[src/rtl/hazard_pkg.sv]
// -----------------------------------------------------------------------------
// hazard_pkg
//   Shared types and constants for the hazard/control unit.
//   - state_t   : control FSM state (RUN, FLUSH)
//   - ADDR_*    : addrSel encodings driven to the IF/PC next-address mux
//   - flush_cnt_t / flush_init(): flush countdown width and its start value
// -----------------------------------------------------------------------------
package hazard_pkg;

   typedef enum logic {
      RUN   = 1'b0,
      FLUSH = 1'b1
   } state_t;

   // Next-PC source select
   localparam logic [1:0] ADDR_SEQ     = 2'b00;  // PC+4
   localparam logic [1:0] ADDR_JUMP    = 2'b01;  // jump target
   localparam logic [1:0] ADDR_BR_TGT  = 2'b10;  // branch target
   localparam logic [1:0] ADDR_BR_FALL = 2'b11;  // branch fall-through (recovery)

   // Flush length is 1..3 bubbles, so the countdown fits in two bits.
   localparam int FLUSH_CNT_W = 2;
   typedef logic [FLUSH_CNT_W-1:0] flush_cnt_t;

   // Countdown start value for a given flush length. Out-of-range lengths
   // are clamped into 1..3 so the counter can never wrap.
   function automatic flush_cnt_t flush_init(input int flush_cycles);
      int n;
      n = flush_cycles;
      if (n < 1) n = 1;
      if (n > 3) n = 3;
      return flush_cnt_t'(n - 1);
   endfunction

endpackage

[src/rtl/hazard_ctrl_bp_sat_counter.sv]
// -----------------------------------------------------------------------------
// sat_counter
//   Saturating event counter. Increments by one on every clock where inc is
//   high and holds at all-ones instead of wrapping.
//   Ports:
//     Clk   in  : rising-edge clock
//     Rst   in  : asynchronous active-high reset, clears count
//     inc   in  : count this cycle
//     count out : current value (CNT_W bits)
// -----------------------------------------------------------------------------
module sat_counter #(
   parameter int CNT_W = 16
) (
   input  logic             Clk,
   input  logic             Rst,
   input  logic             inc,
   output logic [CNT_W-1:0] count
);

   always_ff @(posedge Clk or posedge Rst) begin
      if (Rst)
         count <= '0;
      else if (inc && (count != {CNT_W{1'b1}}))
         count <= count + 1'b1;
   end

endmodule

[src/rtl/hazard_ctrl_bp.sv]
// -----------------------------------------------------------------------------
// hazard_ctrl_bp
//   Hazard/control unit for a 5-stage MIPS pipeline that resolves branches in
//   ID. Stalls on load-use and jr-operand hazards, redirects fetch on branch
//   mispredictions and jumps, inserts FLUSH_CYCLES bubbles after a redirect,
//   trains the branch predictor and keeps saturating stall/flush counters.
//
//   Parameters:
//     REG_W        register-specifier width
//     FLUSH_CYCLES bubble cycles after a redirect (1..3)
//     PRED_EXT     0: static not-taken, 1: use PredTaken
//     CNT_W        performance-counter width
//
//   Ports:
//     Clk, Rst                      clock, async active-high reset
//     Jump, Jr, Branch              ID instruction class
//     ALUZero                       ID branch outcome (1 = taken)
//     PredTaken                     fetch followed the taken path
//     memReadEX                     EX holds a load
//     UseShamt, UseImmed            ID instruction does not read currRt
//     currRs, currRt, prevRt        ID sources / EX load destination
//     EX_Rw, MEM_Rw, *_RegWrite     in-flight register writers
//     IF_write, PC_write, bubble    IF/ID enable, PC enable, ID/EX bubble
//     addrSel                       next-PC select (see hazard_pkg ADDR_*)
//     Mispredict                    wrong-prediction pulse
//     UpdValid, UpdTaken            predictor training strobe / outcome
//     StallCount, FlushCount        saturating performance counters
//
//   All outputs are combinational from state and inputs.
// -----------------------------------------------------------------------------
module hazard_ctrl_bp
   import hazard_pkg::*;
#(
   parameter int REG_W        = 5,
   parameter int FLUSH_CYCLES = 1,
   parameter int PRED_EXT     = 0,
   parameter int CNT_W        = 16
) (
   input  logic             Clk,
   input  logic             Rst,
   input  logic             Jump,
   input  logic             Jr,
   input  logic             Branch,
   input  logic             ALUZero,
   input  logic             PredTaken,
   input  logic             memReadEX,
   input  logic             UseShamt,
   input  logic             UseImmed,
   input  logic [REG_W-1:0] currRs,
   input  logic [REG_W-1:0] currRt,
   input  logic [REG_W-1:0] prevRt,
   input  logic [REG_W-1:0] EX_Rw,
   input  logic [REG_W-1:0] MEM_Rw,
   input  logic             EX_RegWrite,
   input  logic             MEM_RegWrite,
   output logic             IF_write,
   output logic             PC_write,
   output logic             bubble,
   output logic [1:0]       addrSel,
   output logic             Mispredict,
   output logic             UpdValid,
   output logic             UpdTaken,
   output logic [CNT_W-1:0] StallCount,
   output logic [CNT_W-1:0] FlushCount
);

   localparam flush_cnt_t FLUSH_INIT = flush_init(FLUSH_CYCLES);

   state_t     state, state_nxt;
   flush_cnt_t cnt, cnt_nxt;

   logic ld_hazard, jr_hazard, stall;
   logic pred;
   logic stall_inc, flush_inc;

   // ---------------------------------------------------------------------------
   // Hazard detection
   // ---------------------------------------------------------------------------
   // $zero never carries a real dependency, so a load into r0 cannot stall.
   // currRt only matters when the ID instruction actually reads it.
   always_comb begin
      ld_hazard = memReadEX && (prevRt != '0) &&
                  ((currRs == prevRt) ||
                   ((currRt == prevRt) && !UseShamt && !UseImmed));
   end

   // jr reads its target in ID, so any older writer still in EX or MEM holds
   // it back; there is no forwarding path into the ID jump-register read.
   always_comb begin
      jr_hazard = Jr && ((EX_RegWrite  && (EX_Rw  == currRs)) ||
                         (MEM_RegWrite && (MEM_Rw == currRs)));
   end

   assign stall = ld_hazard || jr_hazard;
   assign pred  = (PRED_EXT != 0) ? PredTaken : 1'b0;

   // ---------------------------------------------------------------------------
   // Control FSM: state register
   // ---------------------------------------------------------------------------
   always_ff @(posedge Clk or posedge Rst) begin
      if (Rst) begin
         state <= RUN;
         cnt   <= '0;
      end else begin
         state <= state_nxt;
         cnt   <= cnt_nxt;
      end
   end

   // ---------------------------------------------------------------------------
   // Control FSM: next state and outputs
   // ---------------------------------------------------------------------------
   always_comb begin
      state_nxt  = state;
      cnt_nxt    = cnt;
      IF_write   = 1'b1;
      PC_write   = 1'b1;
      bubble     = 1'b0;
      addrSel    = ADDR_SEQ;
      Mispredict = 1'b0;
      UpdValid   = 1'b0;
      UpdTaken   = 1'b0;
      stall_inc  = 1'b0;
      flush_inc  = 1'b0;

      unique case (state)
         RUN: begin
            if (stall) begin
               // Freeze IF and PC and hold ID; a bubble goes into EX. Any
               // branch in ID is resolved again once the hazard clears, so it
               // must not train the predictor yet.
               IF_write  = 1'b0;
               PC_write  = 1'b0;
               bubble    = 1'b1;
               stall_inc = 1'b1;
            end else if (Branch) begin
               // Branch has priority over Jump when both are decoded.
               UpdValid = 1'b1;
               UpdTaken = ALUZero;
               if (ALUZero != pred) begin
                  IF_write   = 1'b0;
                  bubble     = 1'b1;
                  addrSel    = ALUZero ? ADDR_BR_TGT : ADDR_BR_FALL;
                  Mispredict = 1'b1;
                  flush_inc  = 1'b1;
                  state_nxt  = FLUSH;
                  cnt_nxt    = FLUSH_INIT;
               end
            end else if (Jump) begin
               // The jump itself still issues down the pipe (no bubble).
               IF_write  = 1'b0;
               addrSel   = ADDR_JUMP;
               flush_inc = 1'b1;
               state_nxt = FLUSH;
               cnt_nxt   = FLUSH_INIT;
            end
         end

         FLUSH: begin
            // ID holds a wrong-path instruction: squash it and ignore its
            // decode. IF/ID reopens on the last flush cycle so the redirected
            // instruction lands in ID when RUN resumes.
            bubble   = 1'b1;
            IF_write = (cnt == '0);
            if (cnt == '0)
               state_nxt = RUN;
            else
               cnt_nxt = cnt - 1'b1;
         end

         default: begin
            state_nxt = RUN;
            cnt_nxt   = '0;
         end
      endcase

      // While reset is held the pipeline must see plain sequential fetch,
      // whatever the ID inputs say.
      if (Rst) begin
         state_nxt  = RUN;
         cnt_nxt    = '0;
         IF_write   = 1'b1;
         PC_write   = 1'b1;
         bubble     = 1'b0;
         addrSel    = ADDR_SEQ;
         Mispredict = 1'b0;
         UpdValid   = 1'b0;
         UpdTaken   = 1'b0;
         stall_inc  = 1'b0;
         flush_inc  = 1'b0;
      end
   end

   // ---------------------------------------------------------------------------
   // Performance counters
   // ---------------------------------------------------------------------------
   sat_counter #(.CNT_W(CNT_W)) u_stall_cnt (
      .Clk   (Clk),
      .Rst   (Rst),
      .inc   (stall_inc),
      .count (StallCount)
   );

   sat_counter #(.CNT_W(CNT_W)) u_flush_cnt (
      .Clk   (Clk),
      .Rst   (Rst),
      .inc   (flush_inc),
      .count (FlushCount)
   );

endmodule

[config.mk]
export PLATFORM = sky130hd
export DESIGN_NAME = hazard_ctrl_bp
export DESIGN_NICKNAME = d
export VERILOG_FILES = /design/src/rtl/hazard_pkg.sv /design/src/rtl/hazard_ctrl_bp_sat_counter.sv /design/src/rtl/hazard_ctrl_bp.sv
export SDC_FILE = /design/constraint.sdc
export NUM_CORES = 1
export LEC_CHECK = 0
export BUFFER_PORTS_ARGS = -buffer_cell sky130_fd_sc_hd__buf_4
export CAP_MARGIN = 20
export CORE_MARGIN = 8
export CORE_UTILIZATION = 53
export DETAILED_ROUTE_END_ITERATION = 8
export PLACE_DENSITY = 0.85
export SKIP_LAST_GASP = 1
export SLEW_MARGIN = 20
export SYNTH_ARGS = -nofsm -noshare
export SYNTH_HDL_FRONTEND = slang
export SYNTH_SLANG_ARGS = --single-unit
[constraint.sdc]
create_clock -name Clk -period 3.5 [get_ports Clk]
set_input_delay 0 -clock Clk [delete_from_list [all_inputs] [get_ports Clk]]
set_output_delay 0 -clock Clk [all_outputs]
set_load 0.005 [all_outputs]
==> out/results.md <==
| Result | Reported |
|---|---|
| Status | finished clean |
| Cell type with the largest total area after synthesis | sky130_fd_sc_hd__dfrtp_1 |
| Setup clock skew after layout | 0.00830 ns |
| Post-synth net total | 255 |
| Number of antenna violations at the first check in global routing | 0 |
| Final weighted congestion in routability-driven placement | 0.841 |
| Area of the core | 3720 sq um |
| CTS-repair resized insts | 0 |
| Asr flop ratio synth | 1.00 |
| Nets | 332 |
| RSZ-0062 raised after global routing | no |
| VDD IR-drop max | 0.424 mV |
| Number of warning messages in the yosys log | 0 |
| Max-cap check violation count | 0 |
| Die Y | 78.7 microns |
| TritonCTS clock tree | done |
| Total Routed Length | 5070 microns |
| Path type of the worst setup path | flop to flop |
| Total routing resource utilization after global routing | 0.160 |
| Num CTS Buffers | 5 |
| Via count of the first global-routing pass | 1798 |
| Clk pin slew, worst setup/hold paths | 0.08 ns |
| Portion of the post-synthesis area used by sequential elements | 0.421 |
| CTS max path bufs | 2 |
| Power per cell area | 400 nW/um^2 |
| Clock Latency Late Sink | 0.29 ns |
| Cell count after synthesis | 215 |
| Crit start category | flop |
| Fillers | 290 |
| DR WL/cell | 14.9 microns |
| Detailed-route via count | 1837 |
| Most common cell type on the critical path | sky130_fd_sc_hd__and3_4 |
| Multi-input logic area | 1100 sq um |
| Maximum frequency from static timing analysis | 431 MHz |
| Arr. time, crit path | 2.49 ns |
| Congestion Overflow GR | 0 |
| Worst path cell trace | and3_1 > and3_4 > and3_4 > and3_4 > a21o_1 > or2_1 > mux2_4 |
| Aggregate negative setup slack | 0 ns |
| Dpl hpwl | 3920 microns |
| Fraction of the cycle the final worst path needs | 0.663 |
| Post-CTS Setup Bufs | 0 |
| Area taken by flip-flops and latches | 876 sq um |
| Slew Limit Headroom | 0.385 |
| Routed via count divided by cell count | 5.39 |
| Worst slew pin tran | 0.922 ns |
| Average size of a mapped cell | 9.68 sq um |
| Total leakage power | 1.40 nW |
| Post-route cell area | 2790 sq um |
| Buffer type at the clock tree root | sky130_fd_sc_hd__clkbuf_8 |
| Fin. Hold Viols | 0 |
| Post-synth design cell area | 2080 sq um |
| Min Tclk post-route | 2.32 ns |
| # port buffers | 75 |
| Total die area | 6190 sq um |
| Pin count of the biggest net entering global routing | 26 |
| Most frequently used cell type in the post-synthesis netlist | sky130_fd_sc_hd__dfrtp_1 |
| Wire length of the first global-routing pass | 8220 microns |
| Number of top-level design ports | 77 |
| Post-synthesis cell type count | 38 |
| H-tree depth | 2 |
| Setup-failing EPs final | 0 |
| Data required time at the worst endpoint | 3.67 ns |
| Number of synthesized flops with an enable pin | 0 |
| Most frequent cells after synthesis | sky130_fd_sc_hd__dfrtp_1 (35), sky130_fd_sc_hd__xor2_1 (26), sky130_fd_sc_hd__nand2_1 (20), sky130_fd_sc_hd__xnor2_1 (20), sky130_fd_sc_hd__nand3_1 (14) |
| Initial DRC count | 87 |
| Yosys reg bits | 35 |
| Max stage delay on crit path | 0.43 ns |
| Share of the synthesized area in the top cell type | 0.421 |
| Hold crit path type | primary input to flop |
| Chip width | 78.7 microns |
| Fraction of layout instances using a drive strength above 1 | 0.324 |
| FP Rows | 22 |
| Crit path max-delay cell type | sky130_fd_sc_hd__dfrtp_1 |
| Number of inserted diodes | 0 |
| Post-DRT Antenna Nets | 0 |
| Effective utilization at floorplan | 0.560 |
| Count of unresolved DRC violations after routing | 0 |
| Instance area at placement | 2660 sq um |
| Critical path peak fanout | 14 |
| CTS sink count | 35 |
| Most instantiated flip-flop cell in the synthesis netlist | sky130_fd_sc_hd__dfrtp_1 |
| First-pass iteration count of the detailed router | 4 |
| Max Transition Viols Final | 0 |
| Top post-synthesis cells by area | sky130_fd_sc_hd__dfrtp_1 (42%), sky130_fd_sc_hd__xor2_1 (11%), sky130_fd_sc_hd__xnor2_1 (8.4%) |
| Critical Path Sink Type | flop |
| Relative area change from synthesis to final layout | 34.2% |
critical path: cells and delay by family (launching register included):
| kind | cells | cell delay [ns] |
|---|---|---|
| AOI/OAI and AO/OA | 1 | 0.40 |
| DFF | 1 | 0.43 |
| muxes | 1 | 0.31 |
| and+or+nand+nor | 5 | 1.08 |
routing by layer:
metal	global-route usage	vias up	wire, microns
met4	0.0537	0	63
met5	0	-	0
met1	0.193	867	2250
li1	-	897	-
met2	0.260	67	2320
met3	0.0569	6	435
worst paths after layout:
path,depth (start not counted),to,slack [ns],from
max,7,u_stall_cnt.count[1],1.18,u_stall_cnt.count[4]
min,5,state,0.20,ALUZero
max reg2reg,7,u_stall_cnt.count[1],1.18,u_stall_cnt.count[4]
min reg2reg,1,u_stall_cnt.count[10],0.50,u_stall_cnt.count[10]
max in group asynchronous,4,u_flush_cnt.count[14],2.27,Rst
min in group asynchronous,3,u_flush_cnt.count[15],0.53,Rst
state kept, by name, summed over array words and instances, names as in the netlist:
name	cells
u_flush_cnt.count	16
state	1
cnt	2
u_stall_cnt.count	16
cell families (layout without fill, tap and decap cells):
group                      Yosys count  in the layout  share of synthesized area
buffers and inverters               19             97                     0.0511
and+or+nand+nor                     92             92                      0.244
AOI/OAI and AO/OA                   16             16                     0.0493
DFF                                 35             35                      0.421
muxes                                4              4                     0.0234
adders and majority gates            3              3                     0.0180
xor gates and xnor gates            46             46                      0.194
cells in the final DEF, fill, tap and decap left out, drive strengths merged, types with 2 or more instances in the layout:
cell and n:
mux2 4, buf 78, nand2 20, dfrtp 35, nand4 9, xnor2 20, o21ai 3, nor3 10
and3 9, and2 2, nor4 8, ha 3, or2 2, or4 2, nand3 14, clkbuf 6
a21oi 6, xor2 26, and4 2, nand2b 2, inv 10, nor2 10
report_power, final:
| group | total (mW) | internal [mW] | switching [mW] |
|---|---|---|---|
| clock | 0.377 | 0.230 | 0.147 |
| combinational | 0.241 | 0.142 | 0.0990 |
| sequential | 0.498 | 0.445 | 0.0535 |
layout make-up:
type                    count  share of cell area
multi-input cells         161               0.396
flip-flops and latches     35               0.314
repair buffers             79               0.213
clock buffers               6              0.0296
well taps                  48              0.0215
inverters                  10              0.0134
clock inverters             2              0.0126
through the flow:
stage | hold slack, ns | instances | power [mW] | setup slack, ns | utilization
after detailed placement | 0.218 | 332 | 0.751 | 1.17 | 0.717
after floorplan | 0.0276 | 215 | 0.614 | 1.49 | -
after CTS | 0.186 | 341 | 1.13 | 1.17 | 0.751
after global routing | 0.229 | 341 | 1.17 | 1.03 | 0.751
final | 0.201 | 341 | 1.12 | 1.18 | 0.751
after global placement | 0.220 | 332 | 0.740 | 1.23 | 0.717
what timing repair did:
item | 4_1_cts | 5_1_grt
endpoints found under the setup margin | 0 | 0
hold endpoints to repair | 27 | 0
hold buffers | 1 | 0
Note: power is estimated with default switching activity, not from simulation.
